--- config.mk ---
export PLATFORM = sky130hd
export DESIGN_NAME = tick_counter
export DESIGN_NICKNAME = d
export VERILOG_FILES = /design/src/rtl/tick_counter.sv
export SDC_FILE = /design/constraint.sdc
export NUM_CORES = 1
export LEC_CHECK = 0
export CAP_MARGIN = 5
export CORE_ASPECT_RATIO = 0.6
export CORE_UTILIZATION = 30
export CTS_CLUSTER_DIAMETER = 60
export DETAILED_ROUTE_END_ITERATION = 10
export DONT_BUFFER_PORTS = 1
export PLACE_DENSITY = 0.47
export SYNTH_ARGS = -nofsm -noshare
export SYNTH_HDL_FRONTEND = slang
export SYNTH_SLANG_ARGS = --single-unit
export TNS_END_PERCENT = 100
--- constraint.sdc ---
create_clock -name clk -period 1.8 [get_ports clk]
set_input_delay 0.18 -clock clk [delete_from_list [all_inputs] [get_ports clk]]
set_output_delay 0.18 -clock clk [all_outputs]
set_load 0.02 [all_outputs]
--- src/rtl/tick_counter.sv ---
`default_nettype none
// ============================================================================
// Module  : tick_counter (with CarrySelectAdder)
// Brief   : Registered modulo counter with per-period tick, one-shot/continuous
//           modes. Optional wrap counter port enabled by TICK_COUNTER_WRAP_CNT_EN.
// Revision: 1.0
// ============================================================================

module CarrySelectAdder #(
    parameter int WIDTH = 10
) (
    input  logic [WIDTH-1:0] i_a,
    input  logic [WIDTH-1:0] i_b,
    input  logic             i_cin,
    output logic [WIDTH-1:0] o_sum,
    output logic             o_cout
);
    generate
        if (WIDTH < 2) begin : g_single
            logic [WIDTH:0] w_full;
            assign w_full = {1'b0, i_a} + {1'b0, i_b} + {{WIDTH{1'b0}}, i_cin};
            assign o_sum  = w_full[WIDTH-1:0];
            assign o_cout = w_full[WIDTH];
        end else begin : g_split
            localparam int LO = WIDTH / 2;
            localparam int HI = WIDTH - LO;
            logic [LO:0] w_lo;
            logic [HI:0] w_hi0;
            logic [HI:0] w_hi1;
            assign w_lo  = {1'b0, i_a[LO-1:0]} + {1'b0, i_b[LO-1:0]} + {{LO{1'b0}}, i_cin};
            // Upper half precomputed for both carry-in values; low carry selects.
            assign w_hi0 = {1'b0, i_a[WIDTH-1:LO]} + {1'b0, i_b[WIDTH-1:LO]};
            assign w_hi1 = {1'b0, i_a[WIDTH-1:LO]} + {1'b0, i_b[WIDTH-1:LO]} + {{HI{1'b0}}, 1'b1};
            assign o_sum  = w_lo[LO] ? {w_hi1[HI-1:0], w_lo[LO-1:0]} : {w_hi0[HI-1:0], w_lo[LO-1:0]};
            assign o_cout = w_lo[LO] ? w_hi1[HI] : w_hi0[HI];
        end
    endgenerate
endmodule

module tick_counter #(
    parameter int BITS = 10
) (
    input  logic            clk,
    input  logic            reset,
    input  logic            clear,
    input  logic            start,
    input  logic            stop,
    input  logic            one_shot,
    input  logic            en,
    input  logic [BITS-1:0] limit,
    output logic [BITS-1:0] count,
    output logic            tick,
    output logic            busy,
`ifdef TICK_COUNTER_WRAP_CNT_EN
    output logic            done,
    output logic [7:0]      wraps
`else
    output logic            done
`endif
);
    typedef enum logic [1:0] {
        S_IDLE = 2'd0,
        S_RUN  = 2'd1,
        S_DONE = 2'd2
    } state_t;

    state_t          r_state, w_state_nxt;
    logic [BITS-1:0] r_count, w_count_nxt;
    logic [BITS-1:0] r_limit_q, w_limit_nxt;
    logic            r_mode_q, w_mode_nxt;
    logic            r_tick, w_tick_nxt;
    logic            r_busy;
    logic            r_done, w_done_nxt;
    logic            w_wrap;
    logic [BITS-1:0] w_sum;
    logic            w_cout_unused;

    CarrySelectAdder #(.WIDTH(BITS)) u_adder (
        .i_a    (r_count),
        .i_b    ({BITS{1'b0}}),
        .i_cin  (1'b1),
        .o_sum  (w_sum),
        .o_cout (w_cout_unused)
    );

    always_comb begin
        w_state_nxt = r_state;
        w_count_nxt = r_count;
        w_limit_nxt = r_limit_q;
        w_mode_nxt  = r_mode_q;
        w_tick_nxt  = 1'b0;
        w_done_nxt  = r_done;
        w_wrap      = 1'b0;
        if (clear || stop) begin
            w_state_nxt = S_IDLE;
            w_count_nxt = '0;
            w_done_nxt  = 1'b0;
        end else if (start) begin
            // Same path restarts a live run or re-arms after a one-shot.
            w_state_nxt = S_RUN;
            w_count_nxt = '0;
            w_done_nxt  = 1'b0;
            w_limit_nxt = limit;
            w_mode_nxt  = one_shot;
        end else begin
            case (r_state)
                S_RUN: begin
                    if (en) begin
                        if (r_count == r_limit_q) begin
                            w_count_nxt = '0;
                            w_tick_nxt  = 1'b1;
                            w_wrap      = 1'b1;
                            if (r_mode_q) begin
                                w_state_nxt = S_DONE;
                                w_done_nxt  = 1'b1;
                            end
                        end else begin
                            w_count_nxt = w_sum;
                        end
                    end
                end
                S_DONE:  w_count_nxt = '0;
                default: w_count_nxt = '0;
            endcase
        end
    end

    always_ff @(posedge clk) begin
        if (reset) begin
            r_state   <= S_IDLE;
            r_count   <= '0;
            r_limit_q <= '0;
            r_mode_q  <= 1'b0;
            r_tick    <= 1'b0;
            r_busy    <= 1'b0;
            r_done    <= 1'b0;
        end else begin
            r_state   <= w_state_nxt;
            r_count   <= w_count_nxt;
            r_limit_q <= w_limit_nxt;
            r_mode_q  <= w_mode_nxt;
            r_tick    <= w_tick_nxt;
            r_busy    <= (w_state_nxt == S_RUN);
            r_done    <= w_done_nxt;
        end
    end

`ifdef TICK_COUNTER_WRAP_CNT_EN
    localparam logic [7:0] c_WRAP_MAX = 8'd255;
    logic [7:0] r_wraps;

    always_ff @(posedge clk) begin
        if (reset || clear || start) begin
            r_wraps <= 8'd0;
        end else if (w_wrap && (r_wraps != c_WRAP_MAX)) begin
            r_wraps <= r_wraps + 8'd1;
        end
    end

    assign wraps = r_wraps;
`else
    logic w_wrap_unused;
    assign w_wrap_unused = w_wrap;
`endif

    assign count = r_count;
    assign tick  = r_tick;
    assign busy  = r_busy;
    assign done  = r_done;
endmodule

`default_nettype wire
# Yosys cells after proc, flatten, opt, wreduce, memory -nomap -nowiden
# Index checks and enable logic that the tools add are counted.
# word_totals
regBits	26
inputBits	17
out_inout_bits	13
# op_classes
addsub	2
n_eq_ne	3
muxes	9
bitwise_logic	3
reduce_logical	8
# ops
operator	count
two-way mux 10 bit	2
two-way mux 2 bit	6
equality test 10 bit	1
adder 5 x 1 -> 6 bit (second input constant)	1
adder 5 x 1 -> 5 bit (second input constant)	1
OR reduction 5 bit	1
equality test 2 x 1 -> 1 bit (second input constant)	2
AND reduction 2 bit	2
AND reduction 4 bit	1
OR reduction 4 bit	1
inverter 1 bit	3
OR reduction 3 bit	1
nonzero test 2 bit	1
logical OR 1 bit	1
two-way mux 1 bit	1

# Logic depth before layout (Yosys ltp)
# logic_depth
ltp_word	7
ltp_mapped	5
depth_no_buf	5

# Modules after synthesis
# A second synthesis with hierarchy kept.
# unflattened
cells_unflattened	167
area_unflattened_um2	1634.1
# modules_own_cells
mod	n_inst	cells_per_inst	area_per_inst_um2
tick_counter	1	109	1151.1
CarrySelectAdder	1	58	483.0

# Worst setup path after synthesis
# Ideal clock, no wire load.
# synth_timing
path_kind	register to register
from	reg r_count[0] (netlist: count[0])
to	reg r_count[5] (netlist: count[5])
setup_time_ns	0.124
arrival_ns	1.516
t_required_ns	1.676
slack_ns	0.160
stages_incl_launch_ff	5
n_path_buf	0
synth_period_minus_slack_ns	1.640
cell_sequence	dfxtp_1 > xnor2_1 > nand4_2 > or4_4 > o2bb2ai_1
# synth_between
elab_chain_len	3
# synth_rtl
element	line	source
from (decl)	68	logic [BITS-1:0] r_count, w_count_nxt;
from (signal assigned)	139	r_count <= w_count_nxt;
adder 5 x 1 -> 6 bit / equality test 10 bit (equally long branches)	30, 109	
nonzero test 2 bit (no source line)	--	
AND reduction 2 bit (no source line)	--	
# Several ways; a longest one is shown, not always the timed one.
# A chain may end at the register's enable or synchronous reset.

# Final worst setup path
# layout_timing
from	reg r_limit_q[5]
to	reg r_count[5] (netlist: count[5])
# layout_between
elab_chain_len	3
# layout_rtl
element	line	source
from (decl)	69	logic [BITS-1:0] r_limit_q, w_limit_nxt;
from (signal assigned)	140	r_limit_q <= w_limit_nxt;
equality test 10 bit (*)	109	if (r_count == r_limit_q) begin
nonzero test 2 bit (no source line)	--	
AND reduction 2 bit (no source line)	--	
# Mark *: on every way between the ends. The rest lies on a longest branch, timed or not.

==> results.json <==
{
  "whs_path_depth": 2,
  "synthTopCellsByCount": "dfxtp_1, nor2_1, xnor2_1, mux2i_1, nor3_1",
  "port_buffers": 0,
  "final_util_pct": 37.8,
  "synth_cells": 124,
  "synth-edff-count": 0,
  "switching_share_pct": 21.9,
  "drive_gt1_share_pct": 18.0,
  "antenna_cells": 0,
  "violations": "DRC",
  "viasPerCell": 4.84,
  "p_comb_share_pct": 7.7,
  "num_vias": 900,
  "first_global_vias": 836,
  "die_h_um": 51.2,
  "drc": 6,
  "yosysWarnings": 0,
  "dp.final_hpwl_mm": 2.12,
  "seqPwrFrac_pct": 56.6,
  "max_cap_viol_count": 0,
  "rr_endpoint": "count[5]$_SDFFE_PP0P_",
  "powerDensity_nw_per_um2": 736,
  "instances_no_fill": 186,
  "critical_path_class": "register to register",
  "crit_path_end": "count[5]$_SDFFE_PP0P_",
  "area_growth_pct": 17.6,
  "antenna_found_initial": 0,
  "die_w_um": 84.0,
  "drtPass1Iterations": 7,
  "report.power.total_uw": 1050,
  "status": "finished with violations",
  "slew_headroom_pct": 71.9,
  "dp_cells": 181,
  "worstSetupEndpointType": "register",
  "reg2reg_depth": 4,
  "ios": 30,
  "startpoint_type": "register",
  "syn_nets": 143,
  "hold_viol": 0,
  "critPathMaxStageDelay_ns": 0.57,
  "gp_congestion": 0.793,
  "period_minus_slack_ns": 1.54,
  "arrival_ns": 1.70,
  "ys_seq_area_share_pct": 43.0,
  "required_ns": 1.96,
  "cp_num_buf_inv": 0,
  "nFillCells": 378,
  "regToRegStartpoint": "r_limit_q[5]$_SDFFE_PP0P_",
  "coreArea_um2": 3760,
  "htreeDepth": 1,
  "worstPathCellList": "xnor2_1, nand4_2, or4_4, o2bb2ai_1",
  "setup.worst_path.start": "r_limit_q[5]$_SDFFE_PP0P_",
  "synth_ff_type": "dfxtp_1",
  "cts_tree": "built",
  "cts_buffer_depth": 2,
  "path_max_fanout": 5,
  "grt_pass1_wl_mm": 4.30,
  "setup_viol": 0,
  "setup_tns_ns": 0,
  "ys_ff_latch": 26,
  "yosysUniqueCellTypes": 29,
  "path_clk_slew_ns": 0.09,
  "wl_mm": 2.63,
  "drtIter0Drc": 56,
  "synth_area_leaders": "dfxtp_1, xnor2_1, mux2i_1",
  "grt_max_degree": 15,
  "p_leak_uw": 0.000477,
  "syn_area_per_cell_um2": 9.76,
  "ir_drop_v": 0.000325,
  "clockPowerShare_pct": 35.7,
  "yosysTopAreaCell": "dfxtp_1",
  "final_max_slew_viol_count": 0,
  "syn_area_um2": 1210,
  "power_switching_uw": 230,
  "worstMarginPinSlew_ns": 0.418,
  "cts_resized": 0,
  "intPower_uw": 818,
  "crit_family": "simple AND/OR/NAND/NOR gates",
  "rsz0062_at_grt": "false",
  "synth_most_common_cell": "dfxtp_1",
  "initial_utilization_pct": 32.1,
  "ant_nets": 0,
  "ys_async_sr_fraction_pct": 0,
  "rrSetupSlack_ns": 0.26,
  "final_nets": 159,
  "netlist.area_leader.share_pct": 43.0,
  "cts_sinks": 26,
  "finalClockSkew_ns": 0.00288,
  "period_share_pct": 85.8,
  "critical_path.slowest_cell": "or4_4",
  "clkLatencyLatePin_ns": 0.27,
  "rows": 17,
  "grt-ovfl-total": 0,
  "cts_made_buffers": 3,
  "path_depth": 4,
  "hold_class": "input port to register",
  "fmax_mhz": 647,
  "wl_per_cell_um": 14.1,
  "die_area_um2": 4300,
  "clock_tree.root_cell": "clkbuf_8",
  "grt_usage_pct": 13.6
}
==> cell families (layout without fill, tap and decap cells) <==
group,count (synthesis),in the layout,share of synthesized area (%)
AND/OR/NAND/NOR,51,51,25.2
flip-flops,26,26,43.0
XOR/XNOR,16,16,11.6
multiplexers,11,11,9.10
AO/OA/AOI/OAI,10,10,6.00
buffers and inverters,8,23,3.00
adder cells (fa/ha/maj),2,2,2.07
==> worst min path at each step <==
stage           from                   endpoint
6_report       start            busy$_SDFF_PP0_
5_1_grt        start            busy$_SDFF_PP0_
4_1_cts        start            busy$_SDFF_PP0_
3_5_place_dp   reset  r_limit_q[1]$_SDFFE_PP0P_
3_3_place_gp   reset  r_limit_q[2]$_SDFFE_PP0P_
2_1_floorplan  reset  r_limit_q[0]$_SDFFE_PP0P_
==> flip-flops by register name, indices dropped and copies added, names as in the netlist <==
register	count
r_limit_q	10
done	1
r_mode_q	1
busy	1
r_state	2
count	10
tick	1
==> layer usage <==
layer	wire length, um	track usage (%)	vias up
met4	25	5.17	0
met5	0	0	-
li1	-	-	472
met1	1420	19.2	404
met2	965	17.8	22
met3	211	5.82	2
==> power by group through the flow <==
stage / logic, uW / registers, uW / clock network, uW
6_report: 80.5 / 593 / 374
3_5_place_dp: 76.0 / 606 / 0
4_1_cts: 81.5 / 593 / 384
3_3_place_gp: 75.3 / 606 / 0
5_1_grt: 89.4 / 594 / 418
2_1_floorplan: 66.2 / 604 / 0
==> metrics by stage <==
stage	area (um2)	setup WS (ns)	hold slack, ns
floorplan	1210	0.160	0.252
global placement	1360	0.290	0.254
detailed placement	1360	0.275	0.256
CTS	1420	0.248	0.0179
global route	1420	0.147	0.0107
finish	1420	0.255	0.0187
==> layout make-up <==
type	instances	area, um2	share of cell area [%]
Multi-Input combinational cell	90	658	46.3
Inverter	4	15.0	1.06
Tap cell	47	58.8	4.13
Timing Repair Buffer	15	115	8.09
Clock buffer	4	55.1	3.87
Sequential cell	26	520	36.6
==> what timing repair did <==
item	4_1_cts	5_1_grt
buffers inserted	0	0
endpoints found under the hold margin	11	0
hold buffers	1	0
==> cells in the final DEF (no fill, tap or decap), types with 3 or more instances in the layout <==
cell,n
buf_4,14
clkbuf_8,4
dfxtp_1,26
inv_1,4
mux2i_1,11
nand2_1,7
nand3_1,3
nand3b_1,3
nor2_1,14
nor3_1,10
xnor2_1,13
xor2_1,3
Note: power is estimated with default switching activity, not from simulation.
